<file path="src/rtl/blink_led_pkg.sv">
// Register map and bit positions shared by the blinking-LED Avalon-MM peripheral.
// The optional interrupt is built only when BLINK_LED_IRQ_EN is defined.
package blink_led_pkg;

    localparam logic [1:0] ADDR_CTRL    = 2'd0;
    localparam logic [1:0] ADDR_PERIOD0 = 2'd1;
    localparam logic [1:0] ADDR_PERIOD1 = 2'd2;
    localparam logic [1:0] ADDR_STATUS  = 2'd3;

    // CTRL holds two channel enables plus the interrupt enable.
    localparam int CTRL_W          = 3;
    localparam int CTRL_EN_LSB     = 0;
    localparam int CTRL_IRQ_EN_BIT = 2;

    localparam int STATUS_LED_LSB  = 0;
    localparam int STATUS_PEND_BIT = 2;
    localparam int STATUS_TCNT_LSB = 16;
    localparam int STATUS_TCNT_W   = 16;

endpackage

</file>
<file path="src/rtl/blink_led_channel.sv">
// One blinking channel: half-period counter, terminal compare and LED toggle flop.
// A period write restarts the count and takes priority over a coincident terminal count.
module blink_led_channel #(
    parameter int CNT_W = 32
) (
    input  logic             clk,
    input  logic             reset_n,
    input  logic             en,
    input  logic [CNT_W-1:0] period,
    input  logic             period_wr,
    output logic             led,
    output logic             toggle_pulse
);

    logic [CNT_W-1:0] r_cnt;
    logic             r_led;
    logic [CNT_W-1:0] w_term;
    logic             w_tc;

    // Periods of 0 and 1 both mean "toggle every clock".
    assign w_term       = (period == '0) ? '0 : period - CNT_W'(1);
    assign w_tc         = (r_cnt == w_term);
    assign toggle_pulse = en && !period_wr && w_tc;
    assign led          = r_led;

    // NOTE: state is updated with non-blocking assignments so every flop samples pre-edge values.
    always_ff @(posedge clk or negedge reset_n) begin
        if (!reset_n) begin
            r_cnt <= '0;
            r_led <= 1'b0;
        end else if (!en) begin
            r_cnt <= '0;
            r_led <= 1'b0;
        end else if (period_wr) begin
            r_cnt <= '0;
        end else if (w_tc) begin
            r_cnt <= '0;
            r_led <= ~r_led;
        end else begin
            r_cnt <= r_cnt + CNT_W'(1);
        end
    end

endmodule

</file>
<file path="src/rtl/avalon_blink_led.sv">
// Avalon-MM slave driving two independently timed blinking LEDs.
// Define BLINK_LED_IRQ_EN to build the LED0-rise interrupt (CTRL[2], STATUS[2]).
module avalon_blink_led
    import blink_led_pkg::*;
#(
    parameter int          CNT_W        = 32,
    parameter int unsigned DEF_HALF_PER = 25000000,
    parameter int          TCNT_W       = 16
) (
    input  logic        clk,
    input  logic        reset_n,
    input  logic [1:0]  avs_address,
    input  logic        avs_read,
    input  logic        avs_write,
    input  logic [31:0] avs_writedata,
    output logic [31:0] avs_readdata,
    output logic [1:0]  led_out,
    output logic        irq
);

`ifdef BLINK_LED_IRQ_EN
    localparam logic [CTRL_W-1:0] CTRL_WR_MASK = 3'b111;
`else
    localparam logic [CTRL_W-1:0] CTRL_WR_MASK = 3'b011;
`endif

    logic [CTRL_W-1:0] r_ctrl;
    logic [CNT_W-1:0]  r_period0;
    logic [CNT_W-1:0]  r_period1;
    logic [TCNT_W-1:0] r_tcnt;
    logic [31:0]       r_readdata;

    logic              w_wr_ctrl;
    logic              w_wr_per0;
    logic              w_wr_per1;
    logic              w_led0;
    logic              w_led1;
    logic              w_toggle0;
    logic              w_toggle1_unused;
    logic              w_pending;
    logic [31:0]       w_rdata;

    assign w_wr_ctrl = avs_write && (avs_address == ADDR_CTRL);
    assign w_wr_per0 = avs_write && (avs_address == ADDR_PERIOD0);
    assign w_wr_per1 = avs_write && (avs_address == ADDR_PERIOD1);

    always_ff @(posedge clk or negedge reset_n) begin
        if (!reset_n) begin
            r_ctrl    <= '0;
            r_period0 <= CNT_W'(DEF_HALF_PER);
            r_period1 <= CNT_W'(DEF_HALF_PER);
        end else begin
            if (w_wr_ctrl) r_ctrl    <= avs_writedata[CTRL_W-1:0] & CTRL_WR_MASK;
            if (w_wr_per0) r_period0 <= avs_writedata[CNT_W-1:0];
            if (w_wr_per1) r_period1 <= avs_writedata[CNT_W-1:0];
        end
    end

    blink_led_channel #(.CNT_W(CNT_W)) u_ch0 (
        .clk          (clk),
        .reset_n      (reset_n),
        .en           (r_ctrl[CTRL_EN_LSB]),
        .period       (r_period0),
        .period_wr    (w_wr_per0),
        .led          (w_led0),
        .toggle_pulse (w_toggle0)
    );

    blink_led_channel #(.CNT_W(CNT_W)) u_ch1 (
        .clk          (clk),
        .reset_n      (reset_n),
        .en           (r_ctrl[CTRL_EN_LSB+1]),
        .period       (r_period1),
        .period_wr    (w_wr_per1),
        .led          (w_led1),
        .toggle_pulse (w_toggle1_unused)
    );

    assign led_out = {w_led1, w_led0};

    // Counts only terminal-count toggles of LED0; a disable forcing it low is not a toggle.
    always_ff @(posedge clk or negedge reset_n) begin
        if (!reset_n) begin
            r_tcnt <= '0;
        end else if (w_toggle0) begin
            r_tcnt <= r_tcnt + TCNT_W'(1);
        end
    end

`ifdef BLINK_LED_IRQ_EN
    logic r_pending;
    logic w_wr_status;
    logic w_led0_rise;

    assign w_wr_status = avs_write && (avs_address == ADDR_STATUS);
    assign w_led0_rise = w_toggle0 && !w_led0;

    // A rise in the same cycle as a W1C keeps the flag set so no event is lost.
    always_ff @(posedge clk or negedge reset_n) begin
        if (!reset_n) begin
            r_pending <= 1'b0;
        end else if (w_led0_rise) begin
            r_pending <= 1'b1;
        end else if (w_wr_status && avs_writedata[STATUS_PEND_BIT]) begin
            r_pending <= 1'b0;
        end
    end

    assign w_pending = r_pending;
    assign irq       = r_pending & r_ctrl[CTRL_IRQ_EN_BIT];
`else
    assign w_pending = 1'b0;
    assign irq       = 1'b0;
`endif

    // NOTE: default every combinational output first so no path infers a latch.
    always_comb begin
        w_rdata = '0;
        case (avs_address)
            ADDR_CTRL:    w_rdata[CTRL_W-1:0] = r_ctrl;
            ADDR_PERIOD0: w_rdata = 32'(r_period0);
            ADDR_PERIOD1: w_rdata = 32'(r_period1);
            ADDR_STATUS: begin
                w_rdata[STATUS_LED_LSB +: 2]              = {w_led1, w_led0};
                w_rdata[STATUS_PEND_BIT]                  = w_pending;
                w_rdata[STATUS_TCNT_LSB +: STATUS_TCNT_W] = STATUS_TCNT_W'(r_tcnt);
            end
            default:      w_rdata = '0;
        endcase
    end

    // Sampled from pre-edge state, so a same-cycle write is not visible yet.
    always_ff @(posedge clk or negedge reset_n) begin
        if (!reset_n) begin
            r_readdata <= '0;
        end else if (avs_read) begin
            r_readdata <= w_rdata;
        end
    end

    assign avs_readdata = r_readdata;

endmodule

</file>
<file path="config.mk">
export PLATFORM = sky130hd
export DESIGN_NAME = avalon_blink_led
export DESIGN_NICKNAME = d
export VERILOG_FILES = /design/src/rtl/blink_led_pkg.sv /design/src/rtl/blink_led_channel.sv /design/src/rtl/avalon_blink_led.sv
export SDC_FILE = /design/constraint.sdc
export NUM_CORES = 1
export LEC_CHECK = 0
export CORE_MARGIN = 5
export CORE_UTILIZATION = 50
export DETAILED_ROUTE_END_ITERATION = 12
export PLACE_DENSITY_LB_ADDON = 0.2
export SETUP_SLACK_MARGIN = 0.2
export SYNTH_ARGS = -nofsm -noshare
export SYNTH_HDL_FRONTEND = slang
export SYNTH_HIERARCHICAL = 1
export SYNTH_SLANG_ARGS = --single-unit
</file>
<file path="constraint.sdc">
create_clock -name clk -period 6.3 [get_ports clk]
set_clock_uncertainty 0.1 [all_clocks]
set_input_delay 1.26 -clock clk [delete_from_list [all_inputs] [get_ports clk]]
set_output_delay 1.26 -clock clk [all_outputs]
set_load 0.05 [all_outputs]
</file>
Word-level counts from Yosys, hierarchy flattened:

Cells that the tools add are included.

* logic and storage cells: 53
* register bits: 180

* reductions and logical operators: 11
* mux-type cells: 17
* equal/unequal tests: 9
* bitwise operators: 2
* add/subtract/negate cells: 5

Operators by type and width (count)
* 32-bit 2-to-1 mux: 8
* 32-bit by 1-bit adder with 32-bit output, second input constant: 2
* 32-bit == test: 2
* 32-bit zero test: 2
* 32-bit by 1-bit subtractor with 32-bit output, second input constant: 2
* 16-bit one-hot mux with 3 select lines: 1
* 13-bit one-hot mux with 2 select lines: 1
* 16-bit by 1-bit adder with 16-bit output, second input constant: 1
* 3-bit one-hot mux with 4 select lines: 1
* 1-bit 2-to-1 mux: 6
* 1-bit logical AND: 5
* 2-bit == test, second input constant: 2
* 2-bit by 1-bit inequality test with 1-bit output, second input constant: 2
* 2-bit inequality test, second input constant: 2
* 2-bit AND reduction: 2
* 2-bit by 1-bit == test with 1-bit output, second input constant: 1
* 2-bit zero test: 1
* 1-bit inverter: 2
* 1-bit zero test: 1

Depth between registers and ports, before layout:

Gate-level depths: netlist of run 1.

* depth in word-level cells: 6
* gate-level depth with buffers: 18
* mapped depth without buffers: 15

Cells and area by module:

The synthesis of run 1 kept the hierarchy.

Modules (own cells, without submodules)
* avalon_blink_led: times used 1, sequential area each 2882.8 um^2, cells an instance 361, area an instance 4799.6 um^2
* blink_led_channel (u_ch0): times used 1, sequential area each 825.8 um^2, cells an instance 409, area an instance 3220.6 um^2
* blink_led_channel (u_ch1): times used 1, sequential area each 825.8 um^2, cells an instance 416, area an instance 3144.3 um^2

Least setup slack after synthesis of run 1:

Ideal clock, no wire load.

* path type: reg-to-reg
* start: register r_period0[0]
* end: register r_tcnt[9]
* slack: 1.947 ns
* arrival time: 4.178 ns
* required time: 6.125 ns
* buffers on the path: 3
* cell stages (with the launch flop): 19
* clock period less this slack: 4.353 ns
* library setup time: 0.075 ns
* cells stage by stage: dfrtp_1 > clkbuf_1 > inv_1 > ha_1 > or3b_2 > clkbuf_1 > nor4_4 > and4_1 > clkbuf_1 > o41a_2 > xnor2_1 > a2111oi_4 > nand3_2 > nor3_2 > and3b_1 > nand4_4 > nor2_4 > and3_4 > xor2_2

* word-level cells in the longest chain between the ends: 4
* elaborated cells on any way between the ends: 5

RTL lines
* start, declared: RTL line avalon_blink_led.sv:28 `logic [CNT_W-1:0] r_period0;`
* start signal, assigned: RTL line avalon_blink_led.sv:50 `r_period0 <= CNT_W'(DEF_HALF_PER);`
* start signal, assigned: RTL line avalon_blink_led.sv:54 `if (w_wr_per0) r_period0 <= avs_writedata[CNT_W-1:0];`
* 32-bit by 1-bit subtractor with 32-bit output / 32-bit zero test (equally long branches): RTL line blink_led_channel.sv:21 `assign w_term = (period == '0) ? '0 : period - CNT_W'(1);`
* 32-bit 2-to-1 mux (*): RTL line blink_led_channel.sv:21
* 32-bit == test (*): RTL line blink_led_channel.sv:22 `assign w_tc = (r_cnt == w_term);`
* 1-bit logical AND (*): RTL line blink_led_channel.sv:23 `assign toggle_pulse = en && !period_wr && w_tc;`
* via w_toggle0: RTL line avalon_blink_led.sv:38 `logic w_toggle0;`
* end signal, assigned: RTL line avalon_blink_led.sv:86 `r_tcnt <= r_tcnt + TCNT_W'(1);`
* end, declared: RTL line avalon_blink_led.sv:30 `logic [TCNT_W-1:0] r_tcnt;`

Mark *: on every way through the listed nets, which the timed path passes. The rest lies on a longest branch.
A chain may end at the register's enable or synchronous reset.

Final worst setup path of run 1:

* start: register r_period0[9]
* end: register r_tcnt[9]

Same word-level chain as after synthesis.

==> impl_metrics.ini, run 1 <==
[status]
status = finished clean

[final_layout]
nNetsFinal = 1263
final_common_cell = dfrtp_1
final_cell_mix = dfrtp_1, nor2_1, xnor2_1, mux2_2, clkdlybuf4s50_1
multi_input_area_sq_um = 6090
final_cell_area_sq_um = 12600
syn_to_final_growth_pct = 12.8
drive_above_1_share = 0.140
fill_cells = 1978
regArea_sq_um = 4530
n_antenna_cell = 0

[clock_network]
cts_tree = yes
cts_setup_buffers = 0
cts_buffer_depth = 2
post_cts.resized_instances = 0
clock-sinks = 180
postCtsHoldBufs = 0
clkTransAtPathRegs_ns = 0.08
cts_buffers = 17
clk_latency_ns = 0.44
clockRootBuffer = clkbuf_16
htreeDepth = 4

[timing]
tns_ns = 0
rsz0062_at_grt = false
finalSetupViolations = 0
slew_violations = 0
max-slew-margin-rel = 0.327
timing.fmax_ghz = 0.193
finalCritPeriodShare = 0.822
period_minus_slack_ns = 5.18
worst-slew-pin-transition_ns = 1.00
finalHoldViolations = 0

[power_and_ir_drop]
p_leak_nw = 4.90
powerDensity_nw_per_um2 = 266
total_power_mw = 3.35
ir_worst_vdd_mv = 0.160

[flow_run]
cap_violations = 0

[placed_design]
dpl-instance-area_sq_um = 12000
place_congestion = 0.965
dp_hpwl_mm = 24.2
io_buffer_count = 71

[grt]
grt-ovfl-total = 0
antenna_found_initial = 0
grt_pass1_vias = 9190
grt_pass1_wl_mm = 52.6
grt_max_degree = 71
grt.total_usage = 0.256

[die]
rows = 54
die_y_um = 159
die_w_um = 159
design.portCount = 73
core_area_sq_um = 21900
fp.dieArea_sq_um = 25400
initial_core_util = 0.510

[setup_path]
end_kind = flip-flop
cp_num_buf_inv = 1
path_class = flip-flop to flip-flop
crit_family = simple AND/OR/NAND/NOR gates
critPathMaxFanout = 33
cp-start-kind = flip-flop
cp_slowest_cell = nor4_1
crit_chain = or4_1 > nor4_1 > nand4_1 > o41ai_1 > o221a_2 > nand3_1 > nor3_4 > buf_4 > and3b_1 > nand4_4 > nor2_4 > and3_4 > xor2_2
arrival_ns = 5.45
worst_path_largest_cell_delay_ns = 0.76
crit_required_ns = 6.57

[drt]
vias_per_cell = 6.28
ant_nets = 0
drc = 0
vias = 9471
wl_per_cell_um = 21.8
drtIter0Drc = 903
dr.pass1.iters = 6
totalWireLength_mm = 32.8

[synth]
synth_warnings = 6
synth_area_per_cell_sq_um = 9.42
synthesis.nets = 1233
syn-cell-area_sq_um = 11200
synthCells = 1185

[hold_path]
hold_path_class = flip-flop to flip-flop
==> metrics by stage <==
stage / util / std cells / worst slack, ns / hold WS [ns]
2_1_floorplan: - / 1185 / 1.95 / 0.345
3_3_place_gp: 0.548 / 1476 / 1.34 / 0.391
3_5_place_dp: 0.548 / 1476 / 1.21 / 0.405
4_1_cts: 0.575 / 1508 / 1.18 / 0.416
5_1_grt: 0.575 / 1508 / 0.790 / 0.429
6_report: 0.575 / 1508 / 1.12 / 0.419
==> final cells by class <==
cell class              count  area share
clock buffers              17      0.0338
clock inverters            15      0.0126
inverters                  64      0.0191
multi-input cells         870       0.483
flip-flops and latches    180       0.360
well taps                 280      0.0278
repair buffers             82      0.0631
==> metal layers <==
layer,share of wire,vias to the layer above,GRT usage,wire [um]
met4,0.024,0,0.0752,784
met1,0.44,4659,0.352,14300
li1,-,4404,-,-
met5,0,-,0,0
met2,0.48,353,0.422,15900
met3,0.056,55,0.0375,1850
==> registers in the layout, indices dropped and copies added (netlist names) <==
| signal | count |
|---|---|
| r_period1 | 32 |
| u_ch0/led | 1 |
| avs_readdata | 32 |
| r_ctrl | 2 |
| u_ch1/led | 1 |
| r_tcnt | 16 |
| u_ch0/r_cnt | 32 |
| r_period0 | 32 |
| u_ch1/r_cnt | 32 |
==> power by group <==
group | internal (mW) | leakage, nW | switching (mW) | total, mW
logic | 0.330 | 2.29 | 0.423 | 0.753
registers | 1.29 | 2.32 | 0.233 | 1.52
clock network | 0.534 | 0.290 | 0.542 | 1.08
total | 2.15 | 4.90 | 1.20 | 3.35
==> worst reg2reg max path, stage by stage (launching register included) <==
cell     delay, ns
dfrtp_1       0.47
or4_1         0.71
nor4_1        0.77
nand4_1       0.59
o41ai_1       0.42
o221a_2       0.26
nand3_1       0.16
nor3_4        0.21
buf_4         0.35
and3b_1       0.40
nand4_4       0.18
nor2_4        0.16
and3_4        0.21
xor2_2        0.13
==> worst paths after layout <==
check	slack, ns	start	to	depth (start not counted)
min in group asynchronous	0.71	reset_n	r_period0[27]$_DFFE_PN0P_	1
setup / recovery	1.12	r_period0[9]$_DFFE_PN0P_	r_tcnt[9]$_DFFE_PN0P_	13
hold reg to reg	0.42	r_tcnt[15]$_DFFE_PN0P_	r_tcnt[15]$_DFFE_PN0P_	1
hold / removal	0.42	r_tcnt[15]$_DFFE_PN0P_	r_tcnt[15]$_DFFE_PN0P_	1
setup reg to reg	1.12	r_period0[9]$_DFFE_PN0P_	r_tcnt[9]$_DFFE_PN0P_	13
max in group asynchronous	4.19	reset_n	r_period1[1]$_DFFE_PN0P_	2
Note: power is estimated with default switching activity, not from simulation.
==> run 2, diff against run 1 <==
==> constraint.sdc (replaced) <==
create_clock -name clk -period 5 [get_ports clk]
set_clock_uncertainty 0.1 [all_clocks]
set_input_delay 1 -clock clk [delete_from_list [all_inputs] [get_ports clk]]
set_output_delay 1 -clock clk [all_outputs]
set_load 0.05 [all_outputs]
==> impl_metrics.ini, run 2 (synthesis results as in run 1) <==
[status]
status = finished clean

[placed_design]
io_buffer_count = 71
dpl_worst_slack_ns = 0.393
dpl-instance-area_sq_um = 12100
dp_cells = 1484
place_congestion = 0.940
dp_hpwl_mm = 24.3

[drt]
wl_per_cell_um = 21.7
dr.pass1.iters = 8
ant_nets = 0
vias_per_cell = 6.21
drtIter0Drc = 831
vias = 9407
drc = 0
totalWireLength_mm = 32.9

[setup_path]
r2r_cells = 13
arrival_ns = 4.72
crit_start = r_period0[7]$_DFFE_PN0P_
cp-start-kind = flip-flop
path_class = flip-flop to flip-flop
critPathMaxFanout = 12
end_kind = flip-flop
rr_startpoint = r_period0[7]$_DFFE_PN0P_
crit_required_ns = 5.22

[die]
initial_core_util = 0.510
core_area_sq_um = 21900
die_y_um = 159
rows = 54
design.portCount = 73
die_w_um = 159
fp.dieArea_sq_um = 25400

[clock_network]
htreeDepth = 4
clockRootBuffer = clkbuf_16
postCtsHoldBufs = 0
cts_buffers = 17
clk_latency_ns = 0.44
cts_setup_buffers = 0
post_cts.resized_instances = 0
cts_buffer_depth = 2
cts_tree = yes
clkTransAtPathRegs_ns = 0.08
clock-sinks = 180

[hold_path]
hold_start = r_tcnt[15]$_DFFE_PN0P_
hold_depth = 1
hold_path_class = flip-flop to flip-flop

[final_layout]
final_cell_area_sq_um = 12700
nNetsFinal = 1271
drive_above_1_share = 0.146
final_common_cell = dfrtp_1
final_cell_mix = dfrtp_1, nor2_1, xnor2_1, mux2_2, clkdlybuf4s50_1
final_cells = 1516
fin_util = 0.579
syn_to_final_growth_pct = 13.5
n_antenna_cell = 0

[timing]
worst_hold_slack_ns = 0.408
max-slew-margin-rel = 0.336
setup_ws_ns = 0.495
tns_ns = 0
finalCritPeriodShare = 0.901
timing.fmax_ghz = 0.222
finalSetupViolations = 0
worst-slew-pin-transition_ns = 0.996
finalHoldViolations = 0
rsz0062_at_grt = false
period_minus_slack_ns = 4.50
slew_violations = 0

[power_and_ir_drop]
ir_worst_vdd_mv = 0.180
total_power_mw = 4.23
p_leak_nw = 4.95
powerDensity_nw_per_um2 = 334

[grt]
grt-ovfl-total = 0
grt_pass1_vias = 9204
grt_max_degree = 106
grt_pass1_wl_mm = 52.9
grt.total_usage = 0.257
antenna_found_initial = 0

[flow_run]
cap_violations = 0
## run 2: layer usage
metal,track usage,share of wire,vias up
met5,0,0,-
met2,0.434,0.49,268
met1,0.354,0.45,4688
li1,-,-,4408
met3,0.0391,0.049,43
met4,0.0539,0.016,0
## run 2: worst max-delay path: stages (launching register included)
cell and delay (ns):
dfrtp_1 0.45, or4_1 0.72, or4_4 0.66, nor4_1 0.36
nor3_1 0.08, a2111oi_0 0.43, and3_1 0.24, nand4_1 0.22
nor3_4 0.18, and3b_2 0.32, nand3_1 0.16, nor2_1 0.20
nand3_1 0.12, xnor2_1 0.14
## run 2: final timing paths
| check | to | slack, ns |
|---|---|---|
| worst max-delay path | r_tcnt[8]$_DFFE_PN0P_ | 0.50 |
| worst min-delay path | r_tcnt[15]$_DFFE_PN0P_ | 0.41 |
| worst max register to register | r_tcnt[8]$_DFFE_PN0P_ | 0.50 |
| worst min register to register | r_tcnt[15]$_DFFE_PN0P_ | 0.41 |
| max in group asynchronous | r_period1[18]$_DFFE_PN1P_ | 3.13 |
| min in group asynchronous | avs_readdata[26]$_DFFE_PN0P_ | 0.56 |
## run 2: report_power, final
group	total [mW]	internal, mW	switching, mW
logic	0.959	0.421	0.537
registers	1.91	1.62	0.287
clock network	1.36	0.677	0.684
total	4.23	2.72	1.51
## run 2: area by class of cell
class	instances	area, sq um
fillers	1900	9230
clock inverters	14	156
inverters	64	240
multi-input cells	870	6100
well taps	280	350
clock buffers	18	429
flip-flops and latches	180	4530
repair buffers	90	855
